## src/rtl/spi_pkg.sv

```systemverilog
// Shared types and edge-selection helpers for the SPI slave stream block.
package spi_pkg;

  typedef enum logic {
    IDLE   = 1'b0,
    ACTIVE = 1'b1
  } spi_state_e;

  localparam logic EDGE_RISE = 1'b1;
  localparam logic EDGE_FALL = 1'b0;

  // Sample edge is the rising sclk edge exactly when CPOL and CPHA agree.
  function automatic logic sample_is_rise(input logic cpol, input logic cpha);
    return (cpol == cpha) ? EDGE_RISE : EDGE_FALL;
  endfunction

endpackage

```

## src/rtl/spi_edge_sync.sv

```systemverilog
// Two-flop synchronizer for one asynchronous input, with one-cycle rise/fall pulses
// derived from the synchronized level. RST_VAL is the idle level held in reset.
module spi_edge_sync #(
  parameter logic RST_VAL = 1'b0
) (
  input  logic clk,
  input  logic reset,
  input  logic din,
  output logic rise,
  output logic fall
);

  logic meta_r;
  logic sync_r;
  logic prev_r;

  // Synchronizer chain plus one delayed copy for edge detection
  always_ff @(posedge clk or negedge reset) begin
    if (!reset) begin
      meta_r <= RST_VAL;
      sync_r <= RST_VAL;
      prev_r <= RST_VAL;
    end else begin
      meta_r <= din;
      sync_r <= meta_r;
      prev_r <= sync_r;
    end
  end

  assign rise = sync_r & ~prev_r;
  assign fall = ~sync_r & prev_r;

endmodule

```

## src/rtl/spi_slave_stream.sv

```systemverilog
// SPI slave with valid/ready word streams on both directions.
// Define SPI_SLAVE_STREAM_ERR_EN to build the sticky underrun/overrun flags.
module spi_slave_stream
  import spi_pkg::*;
#(
  parameter logic                CPOL      = 1'b1,
  parameter logic                CPHA      = 1'b1,
  parameter int                  DATA_WDT  = 8,
  parameter logic                MSB_FIRST = 1'b1,
  parameter logic [DATA_WDT-1:0] FILL_WORD = {DATA_WDT{1'b1}}
) (
  input  logic                clk,
  input  logic                reset,
  input  logic                ssel,
  input  logic                sclk,
  input  logic                mosi,
  output logic                miso,
  output logic                misoOe,
  input  logic [DATA_WDT-1:0] txData,
  input  logic                txValid,
  output logic                txReady,
  output logic [DATA_WDT-1:0] rxData,
  output logic                rxValid,
  input  logic                rxReady,
  output logic                errUnderrun,
  output logic                errOverrun,
  input  logic                errClr
);

  localparam int             CW          = $clog2(DATA_WDT);
  localparam logic [CW-1:0]  CNT_LAST    = CW'(DATA_WDT - 1);
  localparam logic [CW-1:0]  CNT_ZERO    = {CW{1'b0}};
  localparam logic [CW-1:0]  CNT_ONE     = CW'(1);
  localparam logic           SAMPLE_RISE = sample_is_rise(CPOL, CPHA);

  logic                rst_meta_r;
  logic                rst_n_r;
  logic                mosi_meta_r;
  logic                mosi_r;
  logic                ssel_rise_s;
  logic                ssel_fall_s;
  logic                sclk_rise_s;
  logic                sclk_fall_s;
  spi_state_e          state_r;
  spi_state_e          state_s;
  logic                activate_s;
  logic                deactivate_s;
  logic                sample_s;
  logic                shift_s;
  logic                tx_load_s;
  logic                tx_shift_s;
  logic [DATA_WDT-1:0] tx_sr_r;
  logic [DATA_WDT-1:0] rx_sr_r;
  logic [CW-1:0]       tx_cnt_r;
  logic [CW-1:0]       rx_cnt_r;
  logic                tx_first_r;
  logic                word_done_r;
  logic                under_set_s;
  logic                over_set_s;

  // Reset asserts asynchronously but is released on a clk edge
  always_ff @(posedge clk or negedge reset) begin
    if (!reset) begin
      rst_meta_r <= 1'b0;
      rst_n_r    <= 1'b0;
    end else begin
      rst_meta_r <= 1'b1;
      rst_n_r    <= rst_meta_r;
    end
  end

  spi_edge_sync #(.RST_VAL(1'b1)) u_ssel_sync (
    .clk(clk), .reset(rst_n_r), .din(ssel), .rise(ssel_rise_s), .fall(ssel_fall_s)
  );

  spi_edge_sync #(.RST_VAL(CPOL)) u_sclk_sync (
    .clk(clk), .reset(rst_n_r), .din(sclk), .rise(sclk_rise_s), .fall(sclk_fall_s)
  );

  // mosi takes the same two-flop path so it is aligned with the sclk edge pulses
  always_ff @(posedge clk or negedge rst_n_r) begin
    if (!rst_n_r) begin
      mosi_meta_r <= 1'b0;
      mosi_r      <= 1'b0;
    end else begin
      mosi_meta_r <= mosi;
      mosi_r      <= mosi_meta_r;
    end
  end

  // FSM state register
  always_ff @(posedge clk or negedge rst_n_r) begin
    if (!rst_n_r) begin
      state_r <= IDLE;
    end else begin
      state_r <= state_s;
    end
  end

  // Next state and per-cycle SPI events; edges are ignored on the deselect cycle
  always_comb begin
    state_s      = state_r;
    activate_s   = 1'b0;
    deactivate_s = 1'b0;
    sample_s     = 1'b0;
    shift_s      = 1'b0;
    tx_load_s    = 1'b0;
    tx_shift_s   = 1'b0;
    case (state_r)
      IDLE: begin
        if (ssel_fall_s) begin
          state_s    = ACTIVE;
          activate_s = 1'b1;
        end else begin
          state_s = IDLE;
        end
      end
      ACTIVE: begin
        if (ssel_rise_s) begin
          state_s      = IDLE;
          deactivate_s = 1'b1;
        end else begin
          sample_s = SAMPLE_RISE ? sclk_rise_s : sclk_fall_s;
          shift_s  = SAMPLE_RISE ? sclk_fall_s : sclk_rise_s;
        end
      end
      default: state_s = IDLE;
    endcase
    // CPHA=1 reloads on the first shift edge of a word; the very first word is
    // already loaded at select time, so that edge only clears tx_first_r
    if (CPHA == 1'b0) begin
      tx_load_s  = activate_s | (shift_s & (tx_cnt_r == CNT_LAST));
      tx_shift_s = shift_s & (tx_cnt_r != CNT_LAST);
    end else begin
      tx_load_s  = activate_s | (shift_s & (tx_cnt_r == CNT_ZERO) & ~tx_first_r);
      tx_shift_s = shift_s & (tx_cnt_r != CNT_ZERO);
    end
  end

  assign misoOe      = (state_r == ACTIVE);
  assign miso        = MSB_FIRST ? tx_sr_r[DATA_WDT-1] : tx_sr_r[0];
  assign under_set_s = tx_load_s & ~txValid;
  assign over_set_s  = word_done_r & rxValid & ~rxReady;

  // Transmit shift register, shift-edge counter and load handshake
  always_ff @(posedge clk or negedge rst_n_r) begin
    if (!rst_n_r) begin
      tx_sr_r    <= {DATA_WDT{1'b0}};
      tx_cnt_r   <= CNT_ZERO;
      tx_first_r <= 1'b0;
      txReady    <= 1'b0;
    end else begin
      txReady <= tx_load_s & txValid;
      if (tx_load_s) begin
        tx_sr_r <= txValid ? txData : FILL_WORD;
      end else if (deactivate_s) begin
        tx_sr_r <= {DATA_WDT{1'b0}};
      end else if (tx_shift_s) begin
        tx_sr_r <= MSB_FIRST ? {tx_sr_r[DATA_WDT-2:0], 1'b0} : {1'b0, tx_sr_r[DATA_WDT-1:1]};
      end
      if (activate_s || deactivate_s) begin
        tx_cnt_r <= CNT_ZERO;
      end else if (shift_s) begin
        tx_cnt_r <= (tx_cnt_r == CNT_LAST) ? CNT_ZERO : tx_cnt_r + CNT_ONE;
      end
      if (activate_s) begin
        tx_first_r <= 1'b1;
      end else if (shift_s || deactivate_s) begin
        tx_first_r <= 1'b0;
      end
    end
  end

  // Receive shift register and word delivery; a full word is handed over one clk later
  always_ff @(posedge clk or negedge rst_n_r) begin
    if (!rst_n_r) begin
      rx_sr_r     <= {DATA_WDT{1'b0}};
      rx_cnt_r    <= CNT_ZERO;
      word_done_r <= 1'b0;
      rxData      <= {DATA_WDT{1'b0}};
      rxValid     <= 1'b0;
    end else begin
      word_done_r <= sample_s & (rx_cnt_r == CNT_LAST);
      if (activate_s || deactivate_s) begin
        rx_sr_r  <= {DATA_WDT{1'b0}};
        rx_cnt_r <= CNT_ZERO;
      end else if (sample_s) begin
        rx_sr_r  <= MSB_FIRST ? {rx_sr_r[DATA_WDT-2:0], mosi_r} : {mosi_r, rx_sr_r[DATA_WDT-1:1]};
        rx_cnt_r <= (rx_cnt_r == CNT_LAST) ? CNT_ZERO : rx_cnt_r + CNT_ONE;
      end
      if (word_done_r && (!rxValid || rxReady)) begin
        rxData  <= rx_sr_r;
        rxValid <= 1'b1;
      end else if (rxValid && rxReady) begin
        rxValid <= 1'b0;
      end
    end
  end

`ifdef SPI_SLAVE_STREAM_ERR_EN
  // Sticky error flags; a new error event takes priority over errClr
  always_ff @(posedge clk or negedge rst_n_r) begin
    if (!rst_n_r) begin
      errUnderrun <= 1'b0;
      errOverrun  <= 1'b0;
    end else begin
      if (under_set_s) begin
        errUnderrun <= 1'b1;
      end else if (errClr) begin
        errUnderrun <= 1'b0;
      end
      if (over_set_s) begin
        errOverrun <= 1'b1;
      end else if (errClr) begin
        errOverrun <= 1'b0;
      end
    end
  end
`else
  logic unused_err;
  assign unused_err  = ^{errClr, under_set_s, over_set_s};
  assign errUnderrun = 1'b0;
  assign errOverrun  = 1'b0;
`endif

endmodule

```

## config.mk

```make
export PLATFORM = sky130hd
export DESIGN_NAME = spi_slave_stream
export DESIGN_NICKNAME = d
export VERILOG_FILES = /design/src/rtl/spi_pkg.sv /design/src/rtl/spi_edge_sync.sv /design/src/rtl/spi_slave_stream.sv
export SDC_FILE = /design/constraint.sdc
export NUM_CORES = 1
export LEC_CHECK = 0
export BUFFER_PORTS_ARGS = -buffer_cell sky130_fd_sc_hd__buf_2
export CAP_MARGIN = 20
export CORE_MARGIN = 2
export CORE_UTILIZATION = 59
export DETAILED_ROUTE_END_ITERATION = 7
export GPL_TIMING_DRIVEN = 0
export HOLD_SLACK_MARGIN = 0.15
export MAX_ROUTING_LAYER = met4
export PLACE_DENSITY = 0.83
export SLEW_MARGIN = 5
export SYNTH_ARGS = -nofsm -noshare
export SYNTH_HDL_FRONTEND = slang
export SYNTH_SLANG_ARGS = --single-unit
```

## constraint.sdc

```tcl
create_clock -name clk -period 2.8 [get_ports clk]
set_input_delay 0.56 -clock clk [delete_from_list [all_inputs] [get_ports clk]]
set_output_delay 0.56 -clock clk [all_outputs]
set_load 0.02 [all_outputs]
```

# After elaboration in Yosys (flattened, before gate mapping)
# Index checks and enable logic that the tools add are counted.
word_totals:
  reg_bits: 45
  output_inout_bits: 14
  word_cells: 79
op_classes:
  add_sub_neg: 2
  eq_ne: 2
  n_mux: 26
  n_bitwise: 16
  reduce_logical: 13
op_table:
  columns: ["cell", "n"]
  rows:
  - ["2-to-1 mux 8 bit", 6]
  - ["2-to-1 mux 3 bit", 6]
  - ["2-to-1 mux 1 bit", 13]
  - ["AND 1 bit", 9]
  - ["nonzero test 2 bit", 4]
  - ["adder 3 x 1 -> 3 bit, second input constant", 2]
  - ["== test 3 bit, second input constant", 2]
  - ["NOT 1 bit", 6]
  - ["nonzero test 3 bit", 2]
  - ["zero test 3 bit", 1]
  - ["logical OR 1 bit", 3]
  - ["logical AND 1 bit", 2]
  - ["one-hot mux 1 bit (2 select lines)", 1]
  - ["zero test 1 bit", 1]
  - ["OR 1 bit", 1]

# Longest topological paths before layout
# Gate-level depths: netlist of run 1.
depth:
  ltp_word: 8
  depth_mapped: 6
  mapped_depth_nobuf: 6

# Modules after synthesis
# Synthesis of run 1 repeated with hierarchy kept, for this count alone.
unflattened:
  cells_unflattened: 141
  area_unflattened_um2: 1873.0
modules_own_cells:
  columns: ["module", "n_inst", "cells_per_inst", "area_each_um2"]
  rows:
  - ["spi_slave_stream", 1, 131, 1685.4]
  - ["spi_edge_sync", 2, 5, 93.8]

# Worst setup path before layout of run 1
# Ideal clock, no wire load.
synth_timing:
  path_type: "register -> register"
  startpoint: "register u_ssel_sync.sync_r"
  endpoint: "register rx_cnt_r[2]"
  setup_ns: 0.121
  arrival_time_ns: 1.373
  path_slack_ns: 1.306
  path_stages_with_launch: 6
  cell_sequence: "dfstp_2 -> buf_2 -> nand2b_2 -> and4b_1 -> buf_6 -> a22o_1"
synth_between:
  elab_chain_len: 6
  elab_cells_between_ends: 12
  classes_between: "7 x mux; 3 x bitwise; 2 x reduce/logical"
synth_lines:
  columns: ["element", "line_no", "text"]
  rows:
  - ["from (decl)", "spi_edge_sync.sv:14", "logic sync_r;"]
  - ["from (signal assigned)", "spi_edge_sync.sv:25", "sync_r <= meta_r;"]
  - ["NOT 1 bit", "spi_edge_sync.sv:31", "assign fall = ~sync_r & prev_r;"]
  - ["AND 1 bit", "spi_edge_sync.sv:31", null]
  - ["2-to-1 mux 1 bit", "spi_slave_stream.sv:111", "if (ssel_fall_s) begin"]
  - ["2-to-1 mux 1 bit", "spi_slave_stream.sv:109", "case (state_r)"]
  - ["logical OR 1 bit", "spi_slave_stream.sv:184", "if (activate_s || deactivate_s) begin"]
  - ["2-to-1 mux 3 bit / nonzero test 2 bit (equally long branches)", null, null]
  - ["to (signal assigned)", "spi_slave_stream.sv:189", "rx_cnt_r <= (rx_cnt_r == CNT_LAST) ? CNT_ZERO : rx_cnt_r + CNT_ONE;"]
  - ["to (decl)", "spi_slave_stream.sv:55", "logic [CW-1:0] rx_cnt_r;"]
# Several ways; a longest one is shown, not always the timed one.
# A chain may end at the register's enable or synchronous reset.

# Worst setup path after layout of run 1
layout_timing:
  startpoint: "register tx_cnt_r[0]"
  endpoint: "register tx_sr_r[4]"
layout_between:
  elab_chain_len: 5
  elab_cells_between_ends: 8
  classes_between: "1 x mux; 4 x bitwise; 3 x reduce/logical"
layout_lines:
  columns: ["element", "line_no", "text"]
  rows:
  - ["from (decl)", "spi_slave_stream.sv:54", "logic [CW-1:0] tx_cnt_r;"]
  - ["from (signal assigned)", "spi_slave_stream.sv:164", "tx_cnt_r <= (tx_cnt_r == CNT_LAST) ? CNT_ZERO : tx_cnt_r + CNT_ONE;"]
  - ["zero test 3 bit", "spi_slave_stream.sv:135", "tx_load_s = activate_s | (shift_s & (tx_cnt_r == CNT_ZERO) & ~tx_first_r);"]
  - ["AND 1 bit (2 in series)", "spi_slave_stream.sv:135", null]
  - ["OR 1 bit", "spi_slave_stream.sv:135", null]
  - ["nonzero test 3 bit (no line) / 2-to-1 mux 8 bit (equally long branches)", null, null]
  - ["to (signal assigned)", "spi_slave_stream.sv:148", "tx_sr_r <= {DATA_WDT{1'b0}};"]
  - ["to (signal assigned)", "spi_slave_stream.sv:155", "tx_sr_r <= txValid ? txData : FILL_WORD;"]
  - ["to (signal assigned)", "spi_slave_stream.sv:157", "tx_sr_r <= {DATA_WDT{1'b0}};"]
  - ["to (decl)", "spi_slave_stream.sv:52", "logic [DATA_WDT-1:0] tx_sr_r;"]
# Several ways; a longest one is shown, not always the timed one.

==> impl_metrics.toml, run 1 <==
[setup_path]
r2r_start = "tx_cnt_r[0]$_DFFE_PN0P_"
startpoint = "tx_cnt_r[0]$_DFFE_PN0P_"
regToRegSetupSlack_ps = 1080
critPathCaptureType = "flip-flop"
r2r_cells = 6
cp_data_required_time_ps = 3080
endpoint = "tx_sr_r[4]$_DFFE_PN0P_"
worst_setup_path_start_kind = "flip-flop"
critical_path_class = "reg2reg"
critPathMaxFanout = 8
crit_chain = "inv_1, ha_1, nand4bb_1, a211oi_4, o22ai_1, a2bb2oi_1"
worstReg2RegEnd = "tx_sr_r[4]$_DFFE_PN0P_"
cp.arrival_ps = 2000
cpPeakStageDelay_ps = 440
slowest_stage = "dfrtp_1"

[synth]
yosysSeqAreaShare = 0.594
ys.flop_type = "dfrtp_1"
muxShareOfSynthArea = 0.0472
synth_simple_gate_area_frac = 0.113
synth_area_mm2 = 0.00191
synthXorXnorAreaFrac = 0
yosysTopAreaCell = "dfrtp_1"
synth_edf_count = 0
yosysWarnings = 0
synth_top_family_by_area = "compound AO/OA/AOI/OAI gates"
synth_fa_ha_area_frac = 0.0328
async_flop_share = 1.00
synth_top_cell_area_share = 0.511
synth_compound_area_frac = 0.175
yosys_register_bits = 45
syn_avg_cell_area_um2 = 12.4
synth_area_leaders = "dfrtp_1, dfstp_2, mux2_2, ha_1, a22o_1"
synth_cell_type_count = 37
syn_inst = 154

[routing]
first_pass_iters = 4
wl_mm = 3.50
final_antenna_net_count = 0
drc = 0
vias = 1336
vias_per_cell = 5.71
drtIter0Drc = 57
wl_per_cell_um = 14.9

[layout]
nets = 210
layout_common_cells = "dfrtp_1, buf_2, nand2_1"
final_common_cell = "dfrtp_1"
drive_above_1_share = 0.316
layout.cells.non_filler = 234
final_area_mm2 = 0.00219
antenna_cells = 0
area_delta_synth_final_pct = 15.0

[global_routing]
grt_usage = 0.234
globalRouteMet2Util = 0.382
gr-total-overflow = 0
antenna_found_initial = 0
grt_pass1_wl_mm = 6.07
busiest_layer = "met2"
met1_usage = 0.270
met3_usage = 0.0490
grt_max_degree = 44
grt_pass1_vias = 1383

[die]
start_util = 0.625
die_w_um = 60.9
fp.dieH_um = 60.9
placement_rows = 20
core_area_mm2 = 0.00305
dieArea_mm2 = 0.00371
io_pins = 30

[cts]
clkLatencyLatePin_ps = 360
holdBufCountCts = 1
htree_levels = 2
path_clk_slew_ps = 120
cts-resized-gates = 0
clk_path_buf_depth = 2
clkSinkCount = 45
numCtsBuffers = 5
cts_setup_buffers = 0
cts_root_buf = "clkbuf_4"
tritoncts = "built"

[sta]
max_freq_ghz = 0.583
worst_slew_pin_slew_ps = 881
fin_ws_ps = 1080
min_period_over_period = 0.613
min_period_ps = 1720
skew_ps = 13.1
slew_viol_final = 0
rsz0062_at_grt = "no"
hold_viol = 0
setup_viol_count_final = 0
tns_ps = 0
maxSlewHeadroom = 0.413

[power]
power.share.sequential = 0.556
p_comb_frac = 0.148
p_switching_mw = 0.357
peakVddDrop_uv = 441
total_power_mw = 1.39
p_int_mw = 1.03
pwr-share-clk = 0.296
power_density_mw_per_mm2 = 633
p_sw_frac = 0.257
leakage_nw = 1.08

[place]
placed_area_mm2 = 0.00210
hpwl_mm = 2.48
place_inst = 225
post-place-ws_ps = 1160
port_buffers = 26
place_congestion = 0.784

[flow_run]
cap_viol_max_count = 0

[min_path]
whs_path_depth = 1
hold_class = "in2reg"

[run_status]
status = "finished clean"
[kinds of logic after synthesis]
family / count (synthesis)
adders and majority gates: 5
AOI/OAI and AO/OA: 44
muxes: 8
buffers and inverters: 11
other: 2
DFF: 45
and+or+nand+nor: 39
[how the worst min path moves through the flow]
stage,from,end,slack (ps)
floorplan,reset,rst_meta_r$_DFF_PN0_,260
global placement,mosi_meta_r$_DFF_PN0_,mosi_r$_DFF_PN0_,330
detailed placement,mosi_meta_r$_DFF_PN0_,mosi_r$_DFF_PN0_,340
CTS,sclk,u_sclk_sync.meta_r$_DFF_PN1_,280
global route,sclk,u_sclk_sync.meta_r$_DFF_PN1_,260
finish,ssel,u_ssel_sync.meta_r$_DFF_PN1_,300
[final cells by class]
type,instances,area (um^2)
flip-flops and latches,45,1130
fillers,222,860
multi-input cells,99,713
repair buffers,27,140
clock buffers,7,55.1
well taps,44,55.1
plain buffers,5,42.5
clock inverters,1,30.0
inverters,6,22.5
[per-layer routing]
layer | share of wire | wire, um | up-vias
met1 | 0.42 | 1470 | 657
met5 | 0 | 0 | -
li1 | - | - | 620
met4 | 0.025 | 87 | 0
met3 | 0.051 | 177 | 11
met2 | 0.50 | 1760 | 48
[cells in the mapped netlist, types with 2 or more instances]
| master | number |
|---|---|
| a21o_1 | 2 |
| mux2_2 | 8 |
| nor2_1 | 7 |
| nand2b_1 | 4 |
| ha_1 | 5 |
| a21oi_1 | 7 |
| buf_6 | 2 |
| buf_4 | 2 |
| dfstp_2 | 6 |
| nand2_1 | 15 |
| o21ai_0 | 9 |
| a22o_1 | 7 |
| inv_1 | 5 |
| a2bb2oi_1 | 7 |
| dfrtp_1 | 39 |
| conb_1 | 2 |
| o22ai_1 | 7 |
[through the flow]
| stage | hold WS [ps] | util |
|---|---|---|
| floorplan | 264 | - |
| global placement | 332 | 0.687 |
| detailed placement | 337 | 0.687 |
| CTS | 280 | 0.718 |
| global route | 262 | 0.718 |
| finish | 296 | 0.718 |
[registers in the layout (all words and copies together) (netlist names), 3 cells and up]
register / count
tx_sr_r: 8
tx_cnt_r: 3
rx_cnt_r: 3
rxData: 8
rx_sr_r: 8
[power groups by stage]
stage          combinational (mW)  sequential, mW  clock (mW)
5_1_grt                     0.227           0.783       0.445
3_5_place_dp                0.201           0.783           0
3_3_place_gp                0.188           0.776           0
6_report                    0.205           0.772       0.410
2_1_floorplan               0.146           0.776           0
4_1_cts                     0.205           0.771       0.415
[worst max-delay path: cells and delay by family, from the launching register on]
family	cells	cell delay, ps
flops	1	440
fa+ha+maj	1	180
buf+inv	1	80
simple gates	1	230
compound gates	3	730
(Power assumes the default switching activity.)
==> run 2: changes to the inputs <==
Settings changed: ABC_AREA set to 1, CORE_UTILIZATION 59 to 50, PLACE_DENSITY 0.83 to 0.74.
Clock period 2.8 ns to 1.4 ns, I/O delays scaled along.
==> run 2 against run 1 <==
  * The flow now finishes with violations (setup timing)
  * Global-route usage is 4.6 points lower
  * Total power grew to 2.5 times the previous value
  * Combinational power rose to 5.1 times the previous value
  * Die area up 24%
  * Synthesized area increased by 6.4%
  * Register-to-register slack lost 1100 ps
  * Critical path type unchanged
==> impl_metrics.toml, run 2 <==
[place]
port_buffers = 26
place_inst = 282
hpwl_mm = 2.41
place_congestion = 0.789
placed_area_mm2 = 0.00225

[die]
io_pins = 30
die_w_um = 67.7
dieArea_mm2 = 0.00459
placement_rows = 23
fp.dieH_um = 67.7
start_util = 0.515
core_area_mm2 = 0.00394

[setup_path]
worstReg2RegEnd = "tx_sr_r[4]$_DFFE_PN0P_"
cp.arrival_ps = 1660
worst_setup_path_start_kind = "flip-flop"
cp_data_required_time_ps = 1600
critPathCaptureType = "flip-flop"
r2r_start = "u_ssel_sync.sync_r$_DFF_PN1_"
critPathMaxFanout = 6
r2r_cells = 8
regToRegSetupSlack_ps = -60
critical_path_class = "reg2reg"

[synth]
synth_area_leaders = "dfrtp_1, nand2_1, dfstp_2, nand3_1, inv_1"
synth_simple_gate_area_frac = 0.252
syn_avg_cell_area_um2 = 9.95
synth_commonest_cells = "nand2_1, dfrtp_1, nand3_1, inv_1, o21ai_0"
ys.flop_type = "dfrtp_1"
synth_top_cell_area_share = 0.481
synth_edf_count = 0
synth_fa_ha_area_frac = 0.0308
synthXorXnorAreaFrac = 0
synth_compound_area_frac = 0.0783
yosys_register_bits = 45
yosysWarnings = 0
synth_area_mm2 = 0.00203
yosysSeqAreaShare = 0.558
synth_cell_type_count = 27
muxShareOfSynthArea = 0.0111
yosysMostFrequentCell = "nand2_1"
yosysTopAreaCell = "dfrtp_1"
synth_top_family_by_area = "simple AND/OR/NAND/NOR gates"
async_flop_share = 1.00
syn_inst = 204

[routing]
drc = 0
first_pass_iters = 4
drtIter0Drc = 101
vias_per_cell = 4.81
wl_mm = 3.99
final_antenna_net_count = 0
wl_per_cell_um = 12.9
vias = 1480

[min_path]
hold_class = "in2reg"
min_from = "txData[0]"
whs_path_depth = 3
hold_path_end = "tx_sr_r[0]$_DFFE_PN0P_"

[run_status]
violations = "setup timing"
status = "finished, violations left"

[layout]
area_delta_synth_final_pct = 29.9
postLayoutCoreUtil = 0.669
final_area_mm2 = 0.00264
top_regs = "rxData x8, rx_sr_r x8, tx_sr_r x8"
nets = 278
fillers = 312
layout_common_cells = "dfrtp_1, nand2_1, buf_2"
multi_input_area_um2 = 886
antenna_cells = 0
final_common_cell = "dfrtp_1"
layout.cells.non_filler = 308
drive_above_1_share = 0.461
seq_area_mm2 = 0.00113

[cts]
path_clk_slew_ps = 90
clkLatencyLatePin_ps = 310
tritoncts = "built"
clkSinkCount = 45
numCtsBuffers = 5
clk_path_buf_depth = 2
cts_root_buf = "clkbuf_8"
htree_levels = 2

[power]
total_power_mw = 3.47
leakage_nw = 1.30
power_density_mw_per_mm2 = 1320
peakVddDrop_uv = 832

[global_routing]
gr-total-overflow = 0
grt_max_degree = 39
grt_usage = 0.187
grt_pass1_wl_mm = 6.09
antenna_found_initial = 0
grt_pass1_vias = 1424

[sta]
hold_slack_ps = 206
slew_viol_final = 0
fin_ws_ps = -64.6
min_period_over_period = 1.05
rsz0062_at_grt = "yes"
min_period_ps = 1460
max_freq_ghz = 0.683
setup_viol_count_final = 22
skew_ps = 10.3
hold_viol = 0

[flow_run]
cap_viol_max_count = 0
==> run 2: cell count changes after synthesis, moves of 5 or more <==
cell,before,now
nand2_1,15,48
nand3_1,0,24
inv_1,5,19
or2_2,0,8
a22o_1,7,0
a2bb2oi_1,7,0
a21oi_1,7,1
mux2_2,8,2
o22ai_1,7,1
nand2_4,1,6
==> run 2: critical path: stages (launching register included) <==
cell	delay, ps
dfstp_2	610
nor2_4	50
nand2_4	60
nand2_4	70
buf_12	130
nor2_4	190
nand2_4	110
nand2_1	80
nand2_1	50
==> run 2: layout make-up <==
class | instances | area share
repair buffers | 44 | 0.122
flip-flops and latches | 45 | 0.430
clock buffers | 5 | 0.0261
multi-input cells | 132 | 0.336
inverters | 24 | 0.0370
plain buffers | 5 | 0.0171
clock inverters | 3 | 0.00806
well taps | 50 | 0.0237
==> run 2: power by group <==
part / total [mW] / internal (mW) / switching [mW]
logic: 1.04 / 0.441 / 0.597
clock network: 0.817 / 0.354 / 0.463
registers: 1.62 / 1.49 / 0.125
==> run 2: metal layers <==
metal / vias to the layer above / global-route usage / routed length [um]
met2: 24 / 0.281 / 1870
li1: 758 / - / -
met5: - / - / 0
met4: 0 / 0.0740 / 91
met1: 691 / 0.242 / 1880
met3: 7 / 0.0500 / 155
==> run 2: through the flow <==
step | setup slack [ps] | TNS [ps]
finish | -64.6 | -650
CTS | -25.7 | -128
detailed placement | -119 | -1760
global route | -128 | -1990
global placement | -421 | -17070
floorplan | 26.3 | 0
==> run 2: cell families after synthesis <==
group,count (synthesis)
AND/OR/NAND/NOR,97
flip-flops,45
buffers and inverters,29
AO/OA/AOI/OAI,24
adder cells (fa/ha/maj),5
multiplexers,2
other,2
==> run 2: worst max path at each step <==
stage                                       startpoint                endpoint  slack, ps  cells past startpoint
after floorplan           u_ssel_sync.prev_r$_DFF_PN1_  rx_sr_r[2]$_DFFE_PN0P_         30                      8
after global placement               rst_n_r$_DFF_PN0_   rxData[7]$_DFFE_PN0P_       -420                      0
after detailed placement  u_ssel_sync.prev_r$_DFF_PN1_  rx_sr_r[3]$_DFFE_PN0P_       -120                      8
after CTS                 u_sclk_sync.prev_r$_DFF_PN1_  tx_sr_r[5]$_DFFE_PN0P_        -30                      9
after global routing           tx_cnt_r[0]$_DFFE_PN0P_  tx_sr_r[1]$_DFFE_PN0P_       -130                      9
final                     u_ssel_sync.sync_r$_DFF_PN1_  tx_sr_r[4]$_DFFE_PN0P_        -60                      8
==> run 2: repair_timing <==
action,CTS,global route
gates resized for setup,25,19
setup endpoints to repair,23,20
pin swaps,15,17
buffers inserted,10,1
endpoints found under the hold margin,10,0
gates cloned,2,0
hold buffers,5,0
